### config.mk
export PLATFORM = sky130hd
export DESIGN_NAME = load_store_unit
export DESIGN_NICKNAME = d
export VERILOG_FILES = /design/src/rtl/constants.sv /design/src/rtl/lsu_pkg.sv /design/src/rtl/lsu_byte_lanes.sv /design/src/rtl/load_store_unit.sv
export SDC_FILE = /design/constraint.sdc
export NUM_CORES = 1
export LEC_CHECK = 0
export BUFFER_PORTS_ARGS = -buffer_cell sky130_fd_sc_hd__buf_4
export CORE_UTILIZATION = 35
export CTS_CLUSTER_SIZE = 10
export DETAILED_ROUTE_END_ITERATION = 10
export GPL_ROUTABILITY_DRIVEN = 0
export PLACE_DENSITY = 0.53
export SLEW_MARGIN = 10
export SYNTH_ARGS = -nofsm -noshare
export SYNTH_HDL_FRONTEND = slang
export SYNTH_SLANG_ARGS = --single-unit
### constraint.sdc
create_clock -name clk -period 8.6 [get_ports clk]
set_input_delay 0 -clock clk [delete_from_list [all_inputs] [get_ports clk]]
set_output_delay 0 -clock clk [all_outputs]
set_load 0.02 [all_outputs]
### src/rtl/constants.sv
// Machine-wide constants shared by the memory-side blocks.
package constants;

  localparam int XLEN = 64;

endpackage

### src/rtl/lsu_pkg.sv
// Types and helpers shared by the load/store unit and its byte-lane datapath.
package lsu_pkg;

  import constants::*;

  localparam int kWordBytes = XLEN / 8;

  typedef enum logic [1:0] {
    SIZE_B,
    SIZE_H,
    SIZE_W,
    SIZE_D
  } mem_size_t;

  typedef enum logic [1:0] {
    IDLE,
    ACC0,
    ACC1,
    RESP
  } lsu_state_t;

  // True when an access of this size at this byte offset spills into the next word.
  function automatic logic is_split(input logic [2:0] off, input logic [1:0] size);
    return ({1'b0, off} + (4'd1 << size)) > 4'd8;
  endfunction

endpackage

### src/rtl/lsu_byte_lanes.sv
// Combinational byte-lane datapath: store merging into the memory word and
// load extraction with sign/zero extension from a two-word window.
module lsu_byte_lanes
  import constants::*;
  import lsu_pkg::*;
(
  input  logic [2:0]      off,
  input  mem_size_t       size,
  input  logic            is_unsigned,
  input  logic            sel_hi,
  input  logic [XLEN-1:0] wdata,
  input  logic [XLEN-1:0] old_word,
  input  logic [XLEN-1:0] load_lo,
  input  logic [XLEN-1:0] load_hi,
  output logic [XLEN-1:0] merged_word,
  output logic [XLEN-1:0] load_data
);

  logic [15:0]       base_mask;
  logic [15:0]       byte_mask;
  logic [2*XLEN-1:0] store_window;
  logic [2*XLEN-1:0] load_window;

  // Build the 16-lane mask and the store data shifted to its byte offset.
  always_comb begin
    base_mask = 16'h0000;
    case (size)
      SIZE_B:  base_mask = 16'h0001;
      SIZE_H:  base_mask = 16'h0003;
      SIZE_W:  base_mask = 16'h000F;
      default: base_mask = 16'h00FF;
    endcase
    byte_mask    = base_mask << off;
    store_window = {{XLEN{1'b0}}, wdata} << {off, 3'b000};
  end

  // Replace the selected lanes of the current memory word; sel_hi picks the upper window half.
  always_comb begin
    merged_word = old_word;
    for (int i = 0; i < kWordBytes; i++) begin
      int lane;
      lane = sel_hi ? i + kWordBytes : i;
      if (byte_mask[lane]) begin
        merged_word[i*8 +: 8] = store_window[lane*8 +: 8];
      end
    end
  end

  // Shift the two-word window down to the access offset and extend to full width.
  always_comb begin
    load_window = {load_hi, load_lo} >> {off, 3'b000};
    load_data   = '0;
    case (size)
      SIZE_B: load_data = is_unsigned ? {{(XLEN-8){1'b0}}, load_window[7:0]}
                                      : {{(XLEN-8){load_window[7]}}, load_window[7:0]};
      SIZE_H: load_data = is_unsigned ? {{(XLEN-16){1'b0}}, load_window[15:0]}
                                      : {{(XLEN-16){load_window[15]}}, load_window[15:0]};
      SIZE_W: load_data = is_unsigned ? {{(XLEN-32){1'b0}}, load_window[31:0]}
                                      : {{(XLEN-32){load_window[31]}}, load_window[31:0]};
      default: load_data = load_window[XLEN-1:0];
    endcase
  end

endmodule

### src/rtl/load_store_unit.sv
// Sequences byte/half/word/double loads and stores onto a doubleword-wide
// single-port memory, splitting word-crossing accesses into two cycles.
module load_store_unit
  import constants::*;
  import lsu_pkg::*;
#(
  parameter int SPLIT_MISALIGNED = 1
) (
  input  logic            clk,
  input  logic            rst,
  input  logic            req_valid,
  output logic            req_ready,
  input  logic            req_we,
  input  logic [1:0]      req_size,
  input  logic            req_unsigned,
  input  logic [XLEN-1:0] req_addr,
  input  logic [XLEN-1:0] req_wdata,
  output logic            resp_valid,
  input  logic            resp_ready,
  output logic [XLEN-1:0] resp_rdata,
  output logic            resp_fault,
  output logic            mem_we,
  output logic [XLEN-1:0] mem_addr,
  output logic [XLEN-1:0] mem_wdata,
  input  logic [XLEN-1:0] mem_rdata
);

  lsu_state_t      state;
  logic            we_q;
  mem_size_t       size_q;
  logic            unsigned_q;
  logic [XLEN-1:0] addr_q;
  logic [XLEN-1:0] wdata_q;
  logic            split_q;
  logic            fault_q;
  logic [XLEN-1:0] word0_q;
  logic [XLEN-1:0] rdata_q;

  logic            req_split;
  logic [XLEN-1:0] base;
  logic [XLEN-1:0] merged_word;
  logic [XLEN-1:0] load_data;
  logic [XLEN-1:0] load_lo;

  assign req_split = is_split(req_addr[2:0], req_size);
  assign base      = {addr_q[XLEN-1:3], 3'b000};
  // In ACC0 of a non-split load both window halves are the same word; only the low bytes matter.
  assign load_lo   = (state == ACC1) ? word0_q : mem_rdata;

  lsu_byte_lanes u_lanes (
    .off         (addr_q[2:0]),
    .size        (size_q),
    .is_unsigned (unsigned_q),
    .sel_hi      (state == ACC1),
    .wdata       (wdata_q),
    .old_word    (mem_rdata),
    .load_lo     (load_lo),
    .load_hi     (mem_rdata),
    .merged_word (merged_word),
    .load_data   (load_data)
  );

  assign req_ready  = (state == IDLE) && !rst;
  assign resp_valid = (state == RESP);
  assign resp_rdata = rdata_q;
  assign resp_fault = fault_q;

  // Drive the memory port only while an access cycle is in flight.
  always_comb begin
    mem_we    = 1'b0;
    mem_addr  = '0;
    mem_wdata = '0;
    case (state)
      ACC0: begin
        mem_addr  = base;
        mem_we    = we_q;
        mem_wdata = we_q ? merged_word : '0;
      end
      ACC1: begin
        mem_addr  = base + XLEN'(kWordBytes);
        mem_we    = we_q;
        mem_wdata = we_q ? merged_word : '0;
      end
      default: ;
    endcase
  end

  // Access sequencer: latch the request, walk one or two memory cycles, hold the response.
  always_ff @(posedge clk or posedge rst) begin
    if (rst) begin
      state      <= IDLE;
      we_q       <= 1'b0;
      size_q     <= SIZE_B;
      unsigned_q <= 1'b0;
      addr_q     <= '0;
      wdata_q    <= '0;
      split_q    <= 1'b0;
      fault_q    <= 1'b0;
      word0_q    <= '0;
      rdata_q    <= '0;
    end else begin
      case (state)
        IDLE: begin
          if (req_valid) begin
            we_q       <= req_we;
            size_q     <= mem_size_t'(req_size);
            unsigned_q <= req_unsigned;
            addr_q     <= req_addr;
            wdata_q    <= req_wdata;
            split_q    <= req_split;
            rdata_q    <= '0;
            if (req_split && (SPLIT_MISALIGNED == 0)) begin
              fault_q <= 1'b1;
              state   <= RESP;
            end else begin
              fault_q <= 1'b0;
              state   <= ACC0;
            end
          end
        end
        ACC0: begin
          word0_q <= mem_rdata;
          if (split_q) begin
            state <= ACC1;
          end else begin
            rdata_q <= we_q ? '0 : load_data;
            state   <= RESP;
          end
        end
        ACC1: begin
          rdata_q <= we_q ? '0 : load_data;
          state   <= RESP;
        end
        RESP: begin
          if (resp_ready) begin
            rdata_q <= '0;
            fault_q <= 1'b0;
            state   <= IDLE;
          end
        end
        default: state <= IDLE;
      endcase
    end
  end

endmodule

---- Yosys cells after proc, flatten, opt, wreduce, memory -nomap -nowiden ----
Index checks and enable logic that the tools add are counted.
storage, ports and cells
  output and inout port bits .............. 196
  input bits .............................. 200
  flip-flop bits (word level) ............. 264
cells by class
  muxes and demuxes ....................... 62
  eq/ne operators ......................... 8
  reductions and logical operators ........ 10
  shift-type cells ........................ 12
  $add $sub $neg .......................... 2
  $lt $le $gt $ge ......................... 9
operator list
  cell                                                          count
  variable part select 128 x 32 -> 8 bit                        8
  2-to-1 mux 64 bit                                             10
  less-than comparator 32 x 6 -> 1 bit (second input constant)  8
  case mux 64 bit (4 select lines)                              1
  case mux 64 bit (3 select lines)                              1
  case mux 64 bit (2 select lines)                              1
  << shifter 64 x 6 -> 128 bit                                  1
  right shift 128 x 6 -> 64 bit                                 1
  adder 64 x 4 -> 64 bit (second input constant)                1
  2-to-1 mux 8 bit                                              8
  binary-select mux 1 bit (select 4 bit)                        8
  2-to-1 mux 4 bit                                              8
  case mux 8 bit (3 select lines)                               1
  2-to-1 mux 1 bit                                              20
  << shifter 8 x 3 -> 16 bit                                    1
  case mux 2 bit (4 select lines)                               1
  equality test 2 bit (second input constant)                   3
  AND reduction 3 bit                                           2
  adder 3 x 4 -> 4 bit                                          1
  equality test 2 x 1 -> 1 bit (second input constant)          2
  > comparator 4 bit (second input constant)                    1
  logical NOT 2 bit                                             2
  2-to-1 mux 2 bit                                              2
  inequality test 2 bit (second input constant)                 2
  8 further kinds                                               9

---- Longest topological paths before layout ----
  word-level depth ........................ 9
  gate-level depth with buffers ........... 11
  mapped depth without buffers ............ 7

---- By module ----
A second synthesis with hierarchy kept.
unflattened totals
  cell total of the unflattened synthesis .. 2,197
  area, all modules ....................... 20,255.7 um^2
by module, submodules not included
  module           cells each  area an instance (um^2)  instances
  load_store_unit  1,269       13,550.5                 1
  lsu_byte_lanes   928         6,705.2                  1

---- Worst setup path after synthesis ----
No wires, ideal clock.
  path type ............................... register to output
  from .................................... reg state[0]
  to ...................................... out mem_addr[12]
  data arrival time ....................... 2.751 ns
  path slack .............................. 5.849 ns
  stages on the path, launching flop included .. 10
  buffers on the path ..................... 5
  path through ............................ dfrtp_1 -> inv_1 -> ha_1 -> buf_2 -> buf_2 -> buf_1 -> clkbuf_1 -> buf_1 -> a41oi_1 -> a311oi_1
between the ends
  word-level cells in the longest chain between the ends .. 2
  elaborated cells on any way between the ends .. 3
ends and longest elaborated chain
  what                                                                        RTL line                source
  from (decl)                                                                 load_store_unit.sv:28   lsu_state_t state;
  from (signal assigned)                                                      load_store_unit.sv:91   state <= IDLE;
  from (signal assigned)                                                      load_store_unit.sv:114  state <= RESP;
  from (signal assigned)                                                      load_store_unit.sv:117  state <= ACC0;
  equality test 2 bit / equality test 2 x 1 -> 1 bit (equally long branches)  load_store_unit.sv:73   case (state)
  case mux 64 bit (2 select lines) (*)                                        load_store_unit.sv:73
  to (decl)                                                                   load_store_unit.sv:23   output logic [XLEN-1:0] mem_addr,
Every way passes the cells marked *; elsewhere a longest branch is shown, timed or not.

---- Worst setup path in the final report ----
  from .................................... reg state[0]
  to ...................................... out mem_wdata[41]
between the ends
  word-level cells in the longest chain between the ends .. 8
  elaborated cells on any way between the ends .. 11
ends and longest elaborated chain
  what                                                                            RTL line               source
  branches (longest 7 deep; another with variable part select 128 x 32 -> 8 bit)  n/a
  2-to-1 mux 64 bit (*)                                                           n/a
  to (decl)                                                                       load_store_unit.sv:24  output logic [XLEN-1:0] mem_wdata,
Mark *: on every way between the ends. The select of a mux whose other input is x is not followed.

==> metrics.md <==
| Metric | Value |
|---|---|
| Reg-to-reg critical path startpoint | state[0]$_DFFE_PP0P_ |
| CTS H-Tree Depth | 2 |
| Core outline area | between 50000 and 60000 µm² |
| Met1 Use GR | a little under two fifths |
| Register area share after synthesis | between 30 and 40% |
| Worst-path cell chain | inv_1 -> ha_2 -> buf_4 -> inv_1 -> nor2_1 -> nand3_1 -> o221a_2 -> nor3_1 -> buf_4 |
| Maximum VDD drop | 0.000283 V |
| Synth warn | 0 |
| Grt met2 use | around 48% |
| Crit start category | flip-flop |
| Post-synth EDFFs | 0 |
| Top-count cell post-synth | mux2_2 |
| Worst Path Max Fanout | between 60 and 70 |
| Row count | 87 |
| Tcrit/Tclk final | around 52% |
| Worst path buffer plus inverter count | 4 |
| Pre-CTS WS | slightly below 5 ns |
| CP startpoint | state[0]$_DFFE_PP0P_ |
| Root Buffer | clkbuf_16 |
| Synth top area share | 32.4% |
| Hold_ws | -0.000552 ns |
| Clock Tree Buf Depth | 3 |
| Vias per inst | approximately 6.1 |
| Post-route DRC | 0 |
| Worst-path clk slew | ~0.060 ns |
| Cell taking the most area after synthesis | dfrtp_1 |
| DP Cell Count | roughly 3100 |
| Post-route ant nets | 0 |
| Simple-gate share of the synthesized area | 12.4% |
| CP Capture Type | output pin |
| Layout cells sized above 1 | between 30% and 40% |
| Adder-cell share of the synthesized area | less than 1% |
| Worst hold path class | input port to asynchronous set/reset pin |
| Initial core utilization | between 30% and 40% |
| Failing checks | negative hold slack |
| Port Buffers | about 400 |
| Compound-Gate Fraction of Synth Area | around a fifth |
| Main synth FF type | dfrtp_1 |
| Clock tree sinks | 263 |
| Pwr Total | ~12 mW |
| Synth Area in XOR/XNOR | less than 1% |
| Crit-path leading delay family | buffers and inverters |
| Asr flop ratio synth | 100% |
| Critical path class | flip-flop to output pin |
| Minimum clock period | 4.45 ns |
| Mapped Avg Cell Area | between 9 and 10 µm² |
| Global-route wire length before repair | ~130000 µm |
| Die W | roughly 240 µm |
| Clock buffer count from CTS | 37 |
| Post-synth cell types | 80 |
| Outcome | finished with violations |
| Seq cells post-synth | ~260 |
| Met3 usage | under 10% |
| Worst skew pair latency | ~0.58 ns |
| Synth top cells by count | mux2_2 (268), dfrtp_1 (263), nand2_1 (155), a21oi_1 (138), clkbuf_1 (130) |
| Via count | approximately 20000 |
| Setup Skew | roughly 0.033 ns |
| Setup bufs post-CTS | 0 |
| Mapped Area | between 20000 and 25000 µm² |
| Detailed Route WL | 89700 µm |
| CTS tree | done |
| Final Max Slew Viols | 0 |
| Drt first pass iters | 8 |
| Die Y | around 240 µm |
| Initial antenna violation count | 8 |
| FMAX | 224 MHz |
| Total GRT Usage | 29.8% |
| Cell at the slowest stage of the critical path | nor2_1 |
| Leak pwr | 11.3 nW |
| Worst Max-Slew Pin Slew | roughly 1.2 ns |
| HPWL after DPL | around 64000 µm |
| Synth Instances | between 2000 and 2500 |
| Req. time, crit path | approximately 8.6 ns |
| Area Overhead vs Synth | 32.4% |
| Gr busiest metal | met2 |
| Largest family of logic cells by synthesized area | multiplexers |
| Critical path arrival | between 4 and 5 ns |
| Final setup margin | between 4 and 5 ns |
| Hold Violations, Final | 1 |
| Drt wl/cell | 26.9 µm |
| Maximum number of pins on one net before global-route repair | roughly 150 |
| RSZ-0062 raised after global routing | false |
| Ports | 396 |
| Final cell count without fillers | about 3300 |
| Setup_tns | 0 ns |
| Max-Slew Margin vs Limit | between 20% and 30% |
| Starting DRT DRC Count | ~2000 |
| Crit path largest cell delay | 0.87 ns |
| Vias in the first global route | 20196 |
| Areal power density over the cells | between 400 and 500 nW/µm² |
| Die Area | 59000 µm² |
| GRT overflow | 0 |
| Max Cap Viol | 0 |
| Multiplexer area fraction after synthesis | approximately 29% |
| Final setup violating endpoints | 0 |
| Largest cells by area after synthesis | dfrtp_1 (32%), mux2_2 (15%), mux4_2 (8.5%) |
| Number of nets in the layout | 2763 |
state kept, by name (all words and copies together), names as in the netlist:
name	cells
split_q	1
state	2
wdata_q	64
we_q	1
unsigned_q	1
size_q	2
addr_q	64
word0_q	64
resp_rdata	64
worst paths after layout:
kind / to / slack [ns] / cells past startpoint
max in group asynchronous: word0_q[6]$_DFFE_PP0P_ / 7.18 / 4
min in group clk: state[1]$_DFFE_PP0P_ / 0.06 / 4
min reg2reg: word0_q[2]$_DFFE_PP0P_ / 0.51 / 1
min: addr_q[59]$_DFFE_PP0P_ / -0.0006 / 3
max: mem_wdata[41] / 4.15 / 9
max reg2reg: resp_rdata[20]$_DFFE_PP0P_ / 4.87 / 9
per-layer routing:
metal  share of wire (%)  vias to the layer above
li1                    -                     8991
met1                  40                    10224
met2                  46                     1042
met3                 8.5                      209
met4                 5.1                       12
met5               0.076                        -
kinds of logic after synthesis:
group / after synthesis
AOI/OAI and AO/OA: 610
and+or+nand+nor: 512
muxes: 450
DFF: 263
buffers and inverters: 243
adders and majority gates: 12
xor gates and xnor gates: 2
other: 1
through the flow:
step                util (%)  area (µm²)
floorplan                  -       20300
global placement        41.6       23700
detailed placement      41.7       23700
CTS                     47.3       26900
global route            47.3       26900
finish                  47.3       26900
worst reg2reg max path, delay by kind of cell, from the launching register on:
kind / cells / cell delay [ns]
AO/OA/AOI/OAI: 3 / 0.65
adder cells (fa/ha/maj): 1 / 0.36
buffers and inverters: 3 / 1.48
flip-flops: 1 / 0.45
multiplexers: 1 / 0.41
AND/OR/NAND/NOR: 1 / 0.25
report_power, final:
group	internal (mW)	switching [mW]	leakage, nW
registers	1.80	0.873	3.21
logic	3.21	4.45	7.51
clock network	0.952	0.625	0.609
cells in the final DEF, fill, tap and decap left out, drive strengths merged, types with 14 or more instances in the layout:
| cell type | n |
|---|---|
| mux2 | 268 |
| a21oi | 138 |
| a31oi | 25 |
| dfrtp | 263 |
| a32oi | 14 |
| nand2b | 25 |
| and2 | 17 |
| a22o | 17 |
| inv | 38 |
| or3 | 17 |
| nand4 | 27 |
| buf | 424 |
| a311oi | 19 |
| and3 | 14 |
| or4 | 16 |
| dlygate4sd3 | 197 |
| a2bb2oi | 17 |
| clkbuf | 50 |
| mux2i | 105 |
| a211oi | 74 |
| o22ai | 14 |
| nor2 | 112 |
| o211ai | 14 |
| nand2 | 155 |
| nand3 | 50 |
| a22oi | 41 |
| mux4 | 77 |
| nor3 | 31 |
| o21ai | 109 |
| o31ai | 16 |
layout make-up:
cell class	instances	area (µm²)
fillers	5322	29900
multi-input cells	1590	12800
flip-flops and latches	263	6590
repair buffers	621	5170
clock buffers	50	1060
well taps	756	946
clock inverters	13	170
inverters	39	155
diodes	4	10.0
what timing repair did:
item,in CTS,in global routing
gates resized for setup,0,0
setup endpoints to repair,0,0
endpoints found under the hold margin,260,0
hold buffers,197,0
Note: power is estimated with default switching activity, not from simulation.
